**src/rtl/operational_unit.sv**
```systemverilog
// Microprogrammed datapath: four general registers, a combinational ALU, registered
// carry/zero flags and an output latch, all driven by a 17-bit control word each clock.
module operational_unit #(
  parameter int unsigned WIDTH = 8
) (
  input  logic             clock,
  input  logic             reset,
  input  logic [16:0]      control_bus,
  input  logic [WIDTH-1:0] data_in,
  output logic [WIDTH-1:0] data_out,
  output logic             out_valid,
  output logic             carry_flag,
  output logic             zero_flag
);

  typedef enum logic [2:0] {
    OpPassB = 3'b000,
    OpAdd   = 3'b001,
    OpSub   = 3'b010,
    OpAnd   = 3'b011,
    OpOr    = 3'b100,
    OpXor   = 3'b101,
    OpShl   = 3'b110,
    OpShr   = 3'b111
  } alu_op_e;

  // Control word fields
  logic       flag_we;
  alu_op_e    alu_op;
  logic       reg_we;
  logic [1:0] dst;
  logic [1:0] src_a;
  logic       out_we;
  logic [1:0] b_src;
  logic [4:0] imm5;
  logic [1:0] src_b;

  assign flag_we = control_bus[16];
  assign alu_op  = alu_op_e'(control_bus[15:13]);
  assign reg_we  = control_bus[12];
  assign dst     = control_bus[11:10];
  assign src_a   = control_bus[9:8];
  assign out_we  = control_bus[7];
  assign b_src   = control_bus[6:5];
  assign imm5    = control_bus[4:0];
  assign src_b   = control_bus[1:0];

  logic [WIDTH-1:0] regs [4];
  logic [WIDTH-1:0] op_a;
  logic [WIDTH-1:0] op_b;
  logic [WIDTH-1:0] result;
  logic             carry;
  logic             zero;
  logic [WIDTH:0]   sum;
  logic [WIDTH:0]   diff;

  // Operands come straight from the register file, so a dst that is also a source
  // naturally reads the pre-edge value.
  always_comb begin
    op_a = regs[src_a];
    op_b = '0;
    unique case (b_src)
      2'b00: op_b = regs[src_b];
      2'b01: op_b = WIDTH'(imm5);
      2'b10: op_b = data_in;
      2'b11: op_b = WIDTH'(1);
      default: op_b = '0;
    endcase
  end

  assign sum  = {1'b0, op_a} + {1'b0, op_b};
  // MSB of the widened difference is the unsigned borrow (A < B).
  assign diff = {1'b0, op_a} - {1'b0, op_b};

  // ALU result and carry/borrow selection
  always_comb begin
    result = '0;
    carry  = 1'b0;
    unique case (alu_op)
      OpPassB: result = op_b;
      OpAdd: begin
        result = sum[WIDTH-1:0];
        carry  = sum[WIDTH];
      end
      OpSub: begin
        result = diff[WIDTH-1:0];
        carry  = diff[WIDTH];
      end
      OpAnd: result = op_a & op_b;
      OpOr:  result = op_a | op_b;
      OpXor: result = op_a ^ op_b;
      OpShl: begin
        result = {op_a[WIDTH-2:0], 1'b0};
        carry  = op_a[WIDTH-1];
      end
      OpShr: begin
        result = {1'b0, op_a[WIDTH-1:1]};
        carry  = op_a[0];
      end
      default: begin
        result = '0;
        carry  = 1'b0;
      end
    endcase
  end

  assign zero = (result == '0);

  // Register file write
  always_ff @(posedge clock or posedge reset) begin
    if (reset) begin
      for (int i = 0; i < 4; i++) begin
        regs[i] <= '0;
      end
    end else if (reg_we) begin
      regs[dst] <= result;
    end
  end

  // Flags hold unless the word explicitly updates them
  always_ff @(posedge clock or posedge reset) begin
    if (reset) begin
      carry_flag <= 1'b0;
      zero_flag  <= 1'b0;
    end else if (flag_we) begin
      carry_flag <= carry;
      zero_flag  <= zero;
    end
  end

  // Output latch with a one-cycle strobe per update
  always_ff @(posedge clock or posedge reset) begin
    if (reset) begin
      data_out  <= '0;
      out_valid <= 1'b0;
    end else begin
      out_valid <= out_we;
      if (out_we) begin
        data_out <= result;
      end
    end
  end

endmodule

```
**config.mk**
```make
export PLATFORM = sky130hd
export DESIGN_NAME = operational_unit
export DESIGN_NICKNAME = d
export VERILOG_FILES = /design/src/rtl/operational_unit.sv
export SDC_FILE = /design/constraint.sdc
export NUM_CORES = 1
export LEC_CHECK = 0
export ABC_AREA = 1
export CORE_ASPECT_RATIO = 1.5
export CORE_MARGIN = 5
export CORE_UTILIZATION = 55
export CTS_CLUSTER_DIAMETER = 60
export DETAILED_ROUTE_END_ITERATION = 12
export GPL_TIMING_DRIVEN = 0
export HOLD_SLACK_MARGIN = 0.15
export PLACE_DENSITY = 0.74
export SLEW_MARGIN = 20
export SYNTH_ARGS = -nofsm -noshare
export SYNTH_HDL_FRONTEND = slang
export SYNTH_SLANG_ARGS = --single-unit
```
**constraint.sdc**
```tcl
create_clock -name clock -period 3.5 [get_ports clock]
set_clock_uncertainty 0.2 [all_clocks]
set_input_delay 0.875 -clock clock [delete_from_list [all_inputs] [get_ports clock]]
set_output_delay 0.875 -clock clock [all_outputs]
set_load 0.005 [all_outputs]
```
==> results.md, run 1 <==
- The critical path contains buffers and inverters numbering 3 combined.
- The nature of the critical path endpoint is a register.
- After synthesis the cells add up to 0.00375 sq mm.
- For this run the aggregate overflow at the end of global routing stands at 0.
- The x dimension of the die is 77.5 um.
- The commonest cells after synthesis are sky130_fd_sc_hd__nand2_1, sky130_fd_sc_hd__nand3_1, sky130_fd_sc_hd__inv_1, sky130_fd_sc_hd__o21ai_0, sky130_fd_sc_hd__dfrtp_1.
- Counting cells, the worst reg-to-reg path comes to 18.
- The total wire length after detailed routing is 11400 um.
- The leakage power summed over all cells is 0.00231 uW.
- The global routing stage identified its most utilized layer as met2.
- The area share of the largest cell type after synthesis is 28.7%.
- The endpoint arrival time on the critical path is 3370 ps.
- Averaged over all synthesized cells, the footprint is 6.21 sq um.
- The placeable core area is 0.00676 sq mm.
- The required time of the worst setup path is 3540 ps.
- Among the stages of the critical path, the cell type that occurs most often is sky130_fd_sc_hd__nand2_1.
- The number of max-cap violations is 0.
- Summed over all failing endpoints, the final setup total negative slack is 0 ps.
- Pin placement for this block handled 38 I/O pins.
- In this design, the stage delay of the slowest critical-path cell is 460 ps.
- The count of unresolved DRC violations after routing is 0.
- CTS built an H-tree with a depth of 2.
- In this run the critical register-to-register path is captured at zero_flag$_DFFE_PP0P_.
- Of the cells placed in the final design, the portion with a size suffix greater than 1 is 10.6%.
- The global-route total usage across every layer is 27.0%.
- The global-route wire length before repair is 18700 um.
- In this run the vertical extent of the chip is 111 um.
- After synthesis, the share of flip-flops with an asynchronous set or reset is 100%.
- Overall power consumption after layout is estimated at 1950 uW.
- In this run, CTS created clock tree buffers numbering 5.
- The full die area is 0.00861 sq mm.
- By area the synthesized netlist is led by sky130_fd_sc_hd__dfrtp_1, sky130_fd_sc_hd__nand2_1, sky130_fd_sc_hd__nand3_1.
- The pin count of the biggest net entering global routing is 29.
- Before antenna repair, the detailed router went through 5 iterations.
- The source of the worst register-to-register timing path is regs[16]$_DFFE_PP0P_.
- The CTS root buffer is sky130_fd_sc_hd__clkbuf_8.
- Clock latency on the worst-skew pair, taken at its later pin, is 290 ps.
- The critical path class is primary input to register.
- The detailed router finished its first iteration with 200 violations.
- Summing all non-filler instances in the final layout gives an area of 0.00443 sq mm.
- For this run, the post-layout net count is 701.
- Broken down by cell family, the worst path's largest delay share belongs to simple AND/OR/NAND/NOR gates.
- The synthesized design contains 0 enable-type register cells.
- The initial antenna violation count is 0.
- The worst pin sits at a relative slew slack of 42.9%.
- The global-route track usage on met2 is 48.3%.
- In this run the worst path has a maximum fanout of 10.
- The routed length per instance is 15.7 um.
- The most used flip-flop cell after synthesis is sky130_fd_sc_hd__dfrtp_1.
- The cell type of the slowest stage on the worst timing path is sky130_fd_sc_hd__fa_2.
- Once detailed placement completed, the half-perimeter wirelength came to 9150 um.
- The number of antenna diodes in the final layout is 0.
- The congestion estimate from routability-driven global placement came to 0.981.
- Clock-pin slew was measured on the worst setup and hold paths at 80 ps.
- Based on the critical path, the design can be clocked at up to 300 MHz.
- The Yosys warning count is 0.
- The worst setup path is launched from a primary input.
- The most critical setup path has its startpoint at control_bus[1].
- IR analysis of the VDD net gives a maximum drop of 0.369 mV.
- The post-synthesis cell count is 604.
- The maximum count of clock buffers along a single path is 2.
- The hold-fix buffer count after cts is 0.
- The run finished with clean final reports.
- For the finished layout, the period the worst path requires is 3330 ps.
- At the pin with the least slew margin, the transition time is 851 ps.
- The global-route met1 utilization is 27.8%.
- Summing all placed instances gives a cell area of 0.00419 sq mm.
- The count of cell types in the netlist is 33.
- The most critical setup path has its endpoint at zero_flag$_DFFE_PP0P_.
- The count of nets left with antenna violations after detail routing is 0.
- After layout, the worst path uses 95.2% of the clock period.
- Cells fill 65.6% of the core in the end.
- Across all register-to-register paths, the minimum setup slack is 730 ps.
- The area growth from synthesis to layout is 18.1%.
- The number of failing hold endpoints at the final stage is 0.
- The total of buffers placed on input and output ports is 32.
- The synthesized design spends more area on one cell type than any other, namely sky130_fd_sc_hd__dfrtp_1.
- The ratio of routed vias to standard cells is 5.52.
- Once the floorplan was initialized, standard cells occupied 55.5% of the core.
- The number of gates on the worst path with buffers counted is 19.
- The number of endpoints failing setup at the final stage is 0.
- The number of nets produced by synthesis is 657.
- Counting every sink on the clock net gives 43.
- After floorplanning, the core was divided into 37 placement rows.
- The critical path goes through clkbuf_4 -> clkinvlp_2 -> nand3_1 -> nand2_1 -> nand2_1 -> nand2_1 -> inv_1 -> fa_2 -> nand3_1 -> nand2_1 -> nor2_1 -> nand2_1 -> nor2_1 -> nor2_4 -> nor2_1 -> nand2_1 -> nor2_2 -> nand3_2 -> nand2_1.
- Sequential cells were found to cover 28.7% of the synthesized design area.
- The path class of the lowest-slack min-delay path is register to register.
- The max-slew violation count is 0.
- In this run, placement finished with an instance count of 715.
- The finished layout holds 726 standard cells, fillers aside.
- The detailed router placed 4006 vias in this run.
- The synthesis-stage register bit count is 43.
- The met3 demand-to-capacity share in global routing is 3.17%.
- The clock tree from TritonCTS is built.
- The power density over the cells is 441 mW/mm^2.
- Yosys instantiated no cell more often than sky130_fd_sc_hd__nand2_1.
- The number of global-route vias before repair is 4002.
==> power breakdown <==
part	internal (uW)	switching, uW
combinational	337	549
sequential	610	88.9
clock	209	158
==> registers in the layout, summed over array words and instances, names as in the netlist <==
register    count
carry_flag      1
data_out        8
out_valid       1
regs           32
zero_flag       1
==> worst min-delay path, delay by kind of cell (launching register included) <==
family | cells | cell delay (ps)
flops | 1 | 350
simple gates | 2 | 110
==> area by class of cell <==
cell class / instances / area, sq um
plain buffers: 20 / 125
fillers: 641 / 2330
inverters: 80 / 310
flip-flops and latches: 43 / 1080
multi-input cells: 460 / 2350
clock buffers: 6 / 72.6
clock inverters: 1 / 30.0
repair inverters: 1 / 5.00
well taps: 78 / 97.6
repair buffers: 37 / 364
==> through the flow <==
| stage | worst slack [ps] | hold WS [ps] |
|---|---|---|
| global placement | -898 | 264 |
| global route | -5.86 | 339 |
| floorplan | 111 | 269 |
| finish | 167 | 288 |
| CTS | 9.90 | 290 |
| detailed placement | -952 | 270 |
==> per-layer routing <==
metal	up-vias	routed length, um
met4	0	916
met1	1823	4060
met3	58	412
met5	-	0
met2	123	6000
li1	2002	-
==> logic make-up (layout without fill, tap and decap cells) <==
| family | count (synthesis) | in the layout | share of synthesized area, % |
|---|---|---|---|
| DFF | 43 | 43 | 28.7 |
| xor gates and xnor gates | 1 | 1 | 0.233 |
| and+or+nand+nor | 371 | 371 | 42.1 |
| buffers and inverters | 101 | 145 | 11.4 |
| AOI/OAI and AO/OA | 62 | 62 | 8.60 |
| adders and majority gates | 26 | 26 | 9.07 |
==> placed cells by master, fill, tap and decap left out, types with 3 or more instances in the layout <==
cell type and instances:
sky130_fd_sc_hd__nand4_1 11, sky130_fd_sc_hd__or2_2 3, sky130_fd_sc_hd__dfrtp_1 43, sky130_fd_sc_hd__nand2_2 6, sky130_fd_sc_hd__nor3_1 5, sky130_fd_sc_hd__nand3_1 77
sky130_fd_sc_hd__ha_1 22, sky130_fd_sc_hd__buf_6 3, sky130_fd_sc_hd__o21ai_1 4, sky130_fd_sc_hd__nor2_1 33, sky130_fd_sc_hd__o21ai_0 41, sky130_fd_sc_hd__buf_4 7
sky130_fd_sc_hd__inv_1 67, sky130_fd_sc_hd__clkdlybuf4s50_1 30, sky130_fd_sc_hd__a21oi_1 10, sky130_fd_sc_hd__inv_2 10, sky130_fd_sc_hd__nand3_2 3, sky130_fd_sc_hd__nor2_4 4
sky130_fd_sc_hd__buf_2 7, sky130_fd_sc_hd__buf_1 5, sky130_fd_sc_hd__clkbuf_8 5, sky130_fd_sc_hd__nor2_2 4, sky130_fd_sc_hd__nand2_1 221
==> repair_timing <==
item | in CTS | in global routing
hold endpoints to repair | 0 | 0
setup buffers | 3 | 1
pin swaps | 3 | 2
cloned | 0 | 1
setup endpoints to repair | 37 | 27
resized for setup | 16 | 23
==> worst min path at each step <==
stage	startpoint	slack, ps	depth (start not counted)	to
6_report	zero_flag$_DFFE_PP0P_	290	2	zero_flag$_DFFE_PP0P_
5_1_grt	zero_flag$_DFFE_PP0P_	340	2	zero_flag$_DFFE_PP0P_
4_1_cts	zero_flag$_DFFE_PP0P_	290	2	zero_flag$_DFFE_PP0P_
3_5_place_dp	zero_flag$_DFFE_PP0P_	270	2	zero_flag$_DFFE_PP0P_
3_3_place_gp	data_out[1]$_DFFE_PP0P_	260	2	data_out[1]$_DFFE_PP0P_
2_1_floorplan	regs[4]$_DFFE_PP0P_	270	2	regs[4]$_DFFE_PP0P_
(Power assumes the default switching activity.)
==> run 2, diff against run 1 <==
==> constraint.sdc (replaced) <==
create_clock -name clock -period 3.5 [get_ports clock]
set_clock_uncertainty 0.2 [all_clocks]
set_input_delay 0.35 -clock clock [delete_from_list [all_inputs] [get_ports clock]]
set_output_delay 0.35 -clock clock [all_outputs]
set_load 0.005 [all_outputs]
==> results.md, run 2 (synthesis gave the netlist of run 1 again) <==
- The non-filler instance count after layout is 724 (-0.28%).
- The fraction of layout cells with a size suffix above 1 is 7.59% (-3.1 points).
- The pin count of the biggest net entering global routing was 29 (unchanged).
- The number of rows in the core area is 37 (unchanged).
- The cell occurring most often along the worst timing path is sky130_fd_sc_hd__nand2_1.
- The largest registers in the layout are regs (32), data_out (8).
- The library cells used most frequently in the layout, excluding fill and tap cells, are sky130_fd_sc_hd__nand2_1, sky130_fd_sc_hd__nand3_1, sky130_fd_sc_hd__inv_1.
- The clock tree from TritonCTS is built.
- The total wire length after detailed routing came to 11300 um (-1.1%).
- The time the final worst path needs with I/O delays and setup is 3250 ps (-78.6 ps).
- The CTS sink count came to 43 (unchanged).
- The flow ran to the end, and the final reports show no timing, DRC or antenna violations.
- The routed length per instance came to 15.6 um (-0.85%).
- The residual overflow from global routing is 0 (unchanged).
- In this run the worst setup path begins at control_bus[5].
- The iteration count of the initial detailed-routing pass is 5 (unchanged).
- The startpoint type of the worst setup path is a primary input.
- The number of antenna diodes is 0 (unchanged).
- The effective utilization at floorplan is 55.5% (unchanged).
- The clock-pin slew on the worst setup and hold paths is 70 ps (about the same).
- The ratio of routed vias to standard cells is 5.46 (-1.1%).
- The global-route wire length before repair is 18600 um (-0.66%).
- The last weighted congestion value of the routability-driven placer is 0.981 (unchanged).
- The largest incremental delay on the critical path is 530 ps (+70 ps).
- The worst hold path begins at data_out[1]$_DFFE_PP0P_.
- The count of nets left with antenna violations after detail routing is 0 (unchanged).
- The initial antenna violation count is 0 (unchanged).
- The height of the die is 111 um (unchanged).
- The number of design-rule violations left by the first detailed-router iteration is 224 (+12%).
- The leading cell type in the layout, fill and taps excluded is sky130_fd_sc_hd__nand2_1.
- The root buffer cell chosen for the clock tree is sky130_fd_sc_hd__clkbuf_8.
- The leakage power summed over all cells came to 0.00230 uW (-0.39%).
- The placed wire-length estimate was 9150 um (unchanged).
- The register-to-register setup slack was 570 ps (-160 ps).
- The post-route fraction of the period consumed by the critical path is 93.0% (-2.2 points).
- The highest attainable clock frequency came to 307 MHz (+2.4%).
- The total of buffers placed on input and output ports is 32 (unchanged).
- The total placed cells including tap cells is 715 (unchanged).
- The full die area is 0.00861 sq mm (unchanged).
- The transition time of the tightest slew-check pin is 860 ps (+9.95 ps).
- The count of vias placed by the detailed router was 3952 (-1.3%).
- The startpoint identified for the worst register-to-register timing path is regs[16]$_DFFE_PP0P_.
- The total CTS buffers is 5 (unchanged).
- The destination of the worst register-to-register timing path is zero_flag$_DFFE_PP0P_.
- The area growth from synthesis to layout is 15.6%.
- The required time of the worst setup path is 3490 ps (-50 ps).
- The cell depth of the worst hold path is 2 (unchanged).
- The clock latency at the later pin of the worst-skew pair is 300 ps (about the same).
- For hold timing, the worst endpoint is data_out[1]$_DFFE_PP0P_.
- The number of global-route vias before repair is 3960 (-1.0%).
- The critical path class is primary input to register.
- The largest register by flop count is regs.
- The number of max-cap violations is 0 (unchanged).
- The x dimension of the die is 77.5 um (unchanged).
- The max-slew violation count is 0 (unchanged).
- The worst ir drop on vdd is 0.379 mV (+2.7%).
- The number of flip-flops in the largest register came to 32 (unchanged).
- The nature of the critical path endpoint is a register.
- The maximum count of clock buffers along a single path is 2 (unchanged).
- The tightest min-delay check is of the register to register type.
- The power density over the cells came to 442 mW/mm^2 (+0.18%).
- The number of failing hold endpoints at the final stage is 0 (unchanged).
- Setup repair after global routing left no endpoint under its margin.
- The largest individual stage delay along the critical path comes from the cell sky130_fd_sc_hd__clkdlybuf4s50_1.
- The number of nets in the finished design came to 699 (-0.29%).
- Traced cell by cell, the critical path runs through clkdlybuf4s50_1 -> inv_1 -> nor2_2 -> nand2_1 -> o21ai_0 -> inv_1 -> nand2_1 -> inv_1 -> ha_2 -> fa_2 -> nand3_1 -> nand2_1 -> nor2_1 -> nand2_1 -> nor2_1 -> nor2_2 -> nor2_1 -> nand2_1 -> nor2_1 -> nand3_1 -> nand2_1.
- The post-layout total power came to 1920 uW (-1.9%).
- The endpoint arrival time on the critical path was 3240 ps (-130 ps).
- The number of endpoints failing setup at the final stage came to 0 (unchanged).
- The number of H-tree branching levels is 2 (unchanged).
- The normalized max-slew margin is 42.2% (-0.67 points).
- The global-route total usage across every layer is 26.8% (-0.18 points).
- The placeable core area is 0.00676 sq mm (unchanged).
- The count of unresolved DRC violations after routing is 0 (unchanged).
- The filler cell count is 652 (+1.7%).
- The maximum fanout encountered on the critical timing path is 6 (-4).
- The I/O pin count is 38 (unchanged).
- The depth of the worst register-to-register path is 17 (-1).
-- run 2: cell types whose count changed in the layout (fill, tap and decap cells not counted), sizes merged --
cell / change
clkbuf: -2
clkinv: +2
dlymetal6s2s: +1
buf: -1
clkinvlp: -3
dlygate4sd3: +1
clkdlybuf4s50: +1
dlygate4sd2: -1
-- run 2: layout make-up --
| class | count | area (sq um) | area share [%] |
|---|---|---|---|
| Timing Repair Buffer | 35 | 360 | 8.31 |
| Multi-Input combinational cell | 460 | 2270 | 52.4 |
| Buffer | 21 | 124 | 2.86 |
| Clock buffer | 6 | 72.6 | 1.67 |
| Clock inverter | 1 | 30.0 | 0.692 |
| Inverter | 80 | 303 | 6.98 |
| Sequential cell | 43 | 1080 | 24.8 |
| Tap cell | 78 | 97.6 | 2.25 |
-- run 2: worst max path at each step --
stage                                  to  cells past startpoint
detailed placement  zero_flag$_DFFE_PP0P_                     17
CTS                 zero_flag$_DFFE_PP0P_                     17
global placement    zero_flag$_DFFE_PP0P_                     17
finish              zero_flag$_DFFE_PP0P_                     21
floorplan           zero_flag$_DFFE_PP0P_                     18
global route        zero_flag$_DFFE_PP0P_                     21
-- run 2: layer usage --
| metal | global-route usage [%] | wire length (um) | up-vias |
|---|---|---|---|
| met2 | 48.1 | 5990 | 117 |
| met1 | 27.6 | 4060 | 1792 |
| met3 | 3.17 | 398 | 47 |
| met4 | 19.6 | 810 | 0 |
| li1 | - | - | 1996 |
| met5 | 0 | 0 | - |
-- run 2: worst max-delay path: cells and delay by family --
kind,cells,cell delay (ps)
adders and majority gates,2,750
AOI/OAI and AO/OA,1,70
and+or+nand+nor,14,1290
buffers and inverters,4,770
-- run 2: where the power goes --
part	internal (uW)	total, uW	leakage (uW)	switching, uW
Clock	209	369	0.0000513	160
Sequential	610	699	0.000550	88.6
Combinational	321	848	0.00170	527
Total	1140	1920	0.00230	775
-- run 2: through the flow --
stage / worst slack (ps) / hold WS [ps] / area, sq um / TNS [ps] / util (%)
2_1_floorplan: 636 / 181 / 3750 / 0 / -
3_3_place_gp: -373 / 264 / 4170 / -1060 / 61.7
3_5_place_dp: -427 / 270 / 4190 / -1740 / 62.0
4_1_cts: 54.4 / 290 / 4310 / 0 / 63.7
5_1_grt: 14.8 / 339 / 4340 / 0 / 64.2
6_report: 246 / 291 / 4340 / 0 / 64.2
-- run 2: repair_timing --
item	4_1_cts	5_1_grt
resized for setup	1	7
gates cloned	0	0
endpoints found under the hold margin	13	0
hold buffers	1	0
setup endpoints to repair	1	1
pin swaps	0	1
buffers inserted	0	1
==> run 3, diff against run 2 <==
CORE_UTILIZATION = 53   (was 55)
PLACE_DENSITY = 0.75   (was 0.74)
clock period = 2.7 ns   (was 3.5 ns; I/O delays follow)
==> results.md, run 3 (synthesis gave the netlist of run 1 again) <==
- The number of H-tree branching levels is 2 (unchanged).
- The clock share of power is 21.3% (+2.1 points).
- The worst ir drop on vdd is 0.678 mV (+79%).
- In the layout the commonest cells are sky130_fd_sc_hd__nand2_1, sky130_fd_sc_hd__nand3_1, sky130_fd_sc_hd__inv_1.
- The last weighted congestion value of the routability-driven placer is 0.975 (-0.69%).
- The total placed cells including tap cells came to 715 (unchanged).
- The full die area is 0.00890 sq mm (+3.4%).
- The total of buffers placed on input and output ports came to 32 (unchanged).
- TritonCTS built the clock tree.
- The CTS sink count is 43 (unchanged).
- The ratio of routed vias to standard cells came to 5.52 (+1.2%).
- The internal power consumption is 1680 uW (+47%).
- The number of rows in the core area is 37 (unchanged).
- The worst hold slack across all endpoints is 287 ps (-4.70 ps).
- The origin of the worst setup path is regs[0]$_DFFE_PP0P_.
- The x dimension of the die is 78.7 um (+1.6%).
- The end point of the worst hold path is carry_flag$_DFFE_PP0P_.
- The number of design-rule violations left by the first detailed-router iteration was 243 (+8.5%).
- Setup repair after global routing could not meet its margin everywhere.
- The run finished with clean final reports.
- The endpoint arrival time on the critical path is 2710 ps (-530 ps).
- The cell occurring most often along the worst timing path is sky130_fd_sc_hd__nand2_1.
- The maximum count of clock buffers along a single path was 2 (unchanged).
- The worst path buffer plus inverter count is 1 (-3).
- The net switching power is 1110 uW (+44%).
- The count of nets left with antenna violations after detail routing is 0 (unchanged).
- The depth of the worst register-to-register path is 18 (+1).
- The path class of the lowest-slack min-delay path is register to register.
- The nature of the critical path endpoint is a register.
- Subtracting the final worst setup slack from the clock period gives 2660 ps.
- The pin count of the biggest net entering global routing came to 36 (+24%).
- The normalized max-slew margin is 41.2% (-0.96 points).
- The highest attainable clock frequency is 376 MHz.
- The largest register by flop count is regs.
- The leakage power summed over all cells came to 0.00240 uW (+4.4%).
- The initial antenna violation count came to 0 (unchanged).
- The number of flip-flops in the largest register is 32 (unchanged).
- The source of the worst register-to-register timing path is regs[0]$_DFFE_PP0P_.
- The post-route worst setup slack is 39.3 ps (-207 ps).
- The worst setup slack after placement came to -1010 ps (-587 ps).
- The max-slew violation count is 0 (unchanged).
- The number of max-cap violations was 0 (unchanged).
- The transition time of the tightest slew-check pin was 875 ps (+14.4 ps).
- The count of vias placed by the detailed router is 4065 (+2.9%).
- The clock-pin slew on the worst setup and hold paths is 90 ps (+20 ps).
- The number of global-route vias before repair is 3957 (-0.076%).
- The I/O pin count is 38 (unchanged).
- The net switching fraction of the power is 39.9% (-0.58 points).
- The clock latency at the later pin of the worst-skew pair came to 310 ps (about the same).
- The effective utilization at floorplan is 54.4% (-1.1 points).
- The global-route total usage across every layer came to 26.8% (about the same).
- The number of antenna diodes is 0 (unchanged).
- The global-route wire length before repair is 18900 um (+1.7%).
- The power density over the cells is 601 mW/mm^2 (+36%).
- The post-route fraction of the period consumed by the critical path is 98.5%.
- The total CTS buffers is 5 (unchanged).
- The iteration count of the initial detailed-routing pass was 4 (-1).
- The largest registers in the layout are regs (32), data_out (8).
- The number of failing hold endpoints at the final stage is 0 (unchanged).
- The largest incremental delay on the critical path is 520 ps (about the same).
- The CTS root buffer is sky130_fd_sc_hd__clkbuf_8.
- The cell type of the slowest stage on the worst timing path is sky130_fd_sc_hd__fa_2.
- The sequential group share of total power came to 32.5% (-4.0 points).
- The routed length per instance is 15.6 um (about the same).
- The number of nets in the finished design is 710 (+1.6%).
- In this run the critical register-to-register path is captured at zero_flag$_DFFE_PP0P_.
- The count of unresolved DRC violations after routing is 0 (unchanged).
- Compared with the post-synthesis result, the final layout area differs by 23.9%.
- The non-filler instance count after layout was 736 (+1.7%).
- The residual overflow from global routing is 0 (unchanged).
- The placed wire-length estimate is 8960 um (-2.1%).
- The placeable core area is 0.00690 sq mm (+2.1%).
- The logic gate share of total power is 46.2% (+1.9 points).
- The register-to-register setup slack is 40 ps (-530 ps).
- The final core utilization is 67.4% (+3.2 points).
- The cell depth of the worst hold path is 2 (unchanged).
- The total wire length after detailed routing was 11500 um (+1.7%).
- The library cell used most frequently in the layout, excluding fill and tap cells, is sky130_fd_sc_hd__nand2_1.
- The required time of the worst setup path is 2750 ps (-740 ps).
- The cell class contributing the biggest share of worst-path delay is simple AND/OR/NAND/NOR gates.
- The fraction of layout cells with a size suffix above 1 came to 16.0% (+8.4 points).
- The maximum fanout encountered on the critical timing path was 3 (-3).
- The critical path goes through nand2_1 -> nand3_1 -> nand2_1 -> nand2_1 -> nand2_2 -> inv_4 -> ha_4 -> fa_2 -> nor2_1 -> nor2_1 -> nand2_1 -> nor2_2 -> nor2_4 -> nor2_1 -> nand2_1 -> nor2_2 -> nand3_1 -> nand2_1.
- The number of endpoints failing setup at the final stage is 0 (unchanged).
- The height of the die was 113 um (+1.7%).
- The startpoint identified for the worst hold timing path is carry_flag$_DFFE_PP0P_.
- The critical path is of the register to register type.
- The startpoint type of the worst setup path is a register.
run 3: through the flow:
| step | total power [uW] | TNS (ps) | area [sq um] |
|---|---|---|---|
| after CTS | 2640 | 0 | 4450 |
| final | 2790 | 0 | 4650 |
| after global placement | 1950 | -24520 | 4180 |
| after detailed placement | 1990 | -25930 | 4200 |
| after floorplan | 1640 | 0 | 3760 |
| after global routing | 3020 | -1020 | 4650 |
run 3: how the worst max path moves through the flow:
stage	cells after the start	end	slack, ps
finish	18	zero_flag$_DFFE_PP0P_	40
global route	18	zero_flag$_DFFE_PP0P_	-150
CTS	20	zero_flag$_DFFE_PP0P_	7
detailed placement	17	zero_flag$_DFFE_PP0P_	-1010
global placement	17	zero_flag$_DFFE_PP0P_	-980
floorplan	18	zero_flag$_DFFE_PP0P_	4
run 3: power groups by stage:
| stage | clock [uW] | sequential (uW) | combinational (uW) |
|---|---|---|---|
| 3_3_place_gp | 0 | 909 | 1040 |
| 3_5_place_dp | 0 | 916 | 1070 |
| 2_1_floorplan | 0 | 884 | 753 |
| 5_1_grt | 635 | 927 | 1450 |
| 4_1_cts | 605 | 903 | 1130 |
| 6_report | 596 | 907 | 1290 |
run 3: repair_timing:
item                                   CTS  global route
cloned                                   0             0
buffers inserted                         6             7
pin swaps                                5            21
hold buffers                             1             0
setup endpoints to repair               37            31
endpoints found under the hold margin    8             0
resized for setup                       22            67
run 3: worst reg2reg max path, delay by kind of cell, from the launching register on:
family	cells	cell delay, ps
simple gates	15	1260
fa+ha+maj	2	680
buf+inv	1	60
flops	1	410
run 3: routing by layer:
layer,vias up,GRT usage (%),routed length (um)
met3,47,2.79,409
met2,140,49.8,6180
met5,-,0,0
met4,0,14.0,610
met1,1857,29.4,4260
li1,2021,-,-
run 3: final cells by class:
type                       instances  area (sq um)
clock inverter                     3          67.6
timing repair buffer              47           438
inverter                          80           318
clock buffer                       5          68.8
buffer                            20           135
multi-input combinational        460          2450
fill                             632          2250
tap                               78          97.6
sequential                        43          1080
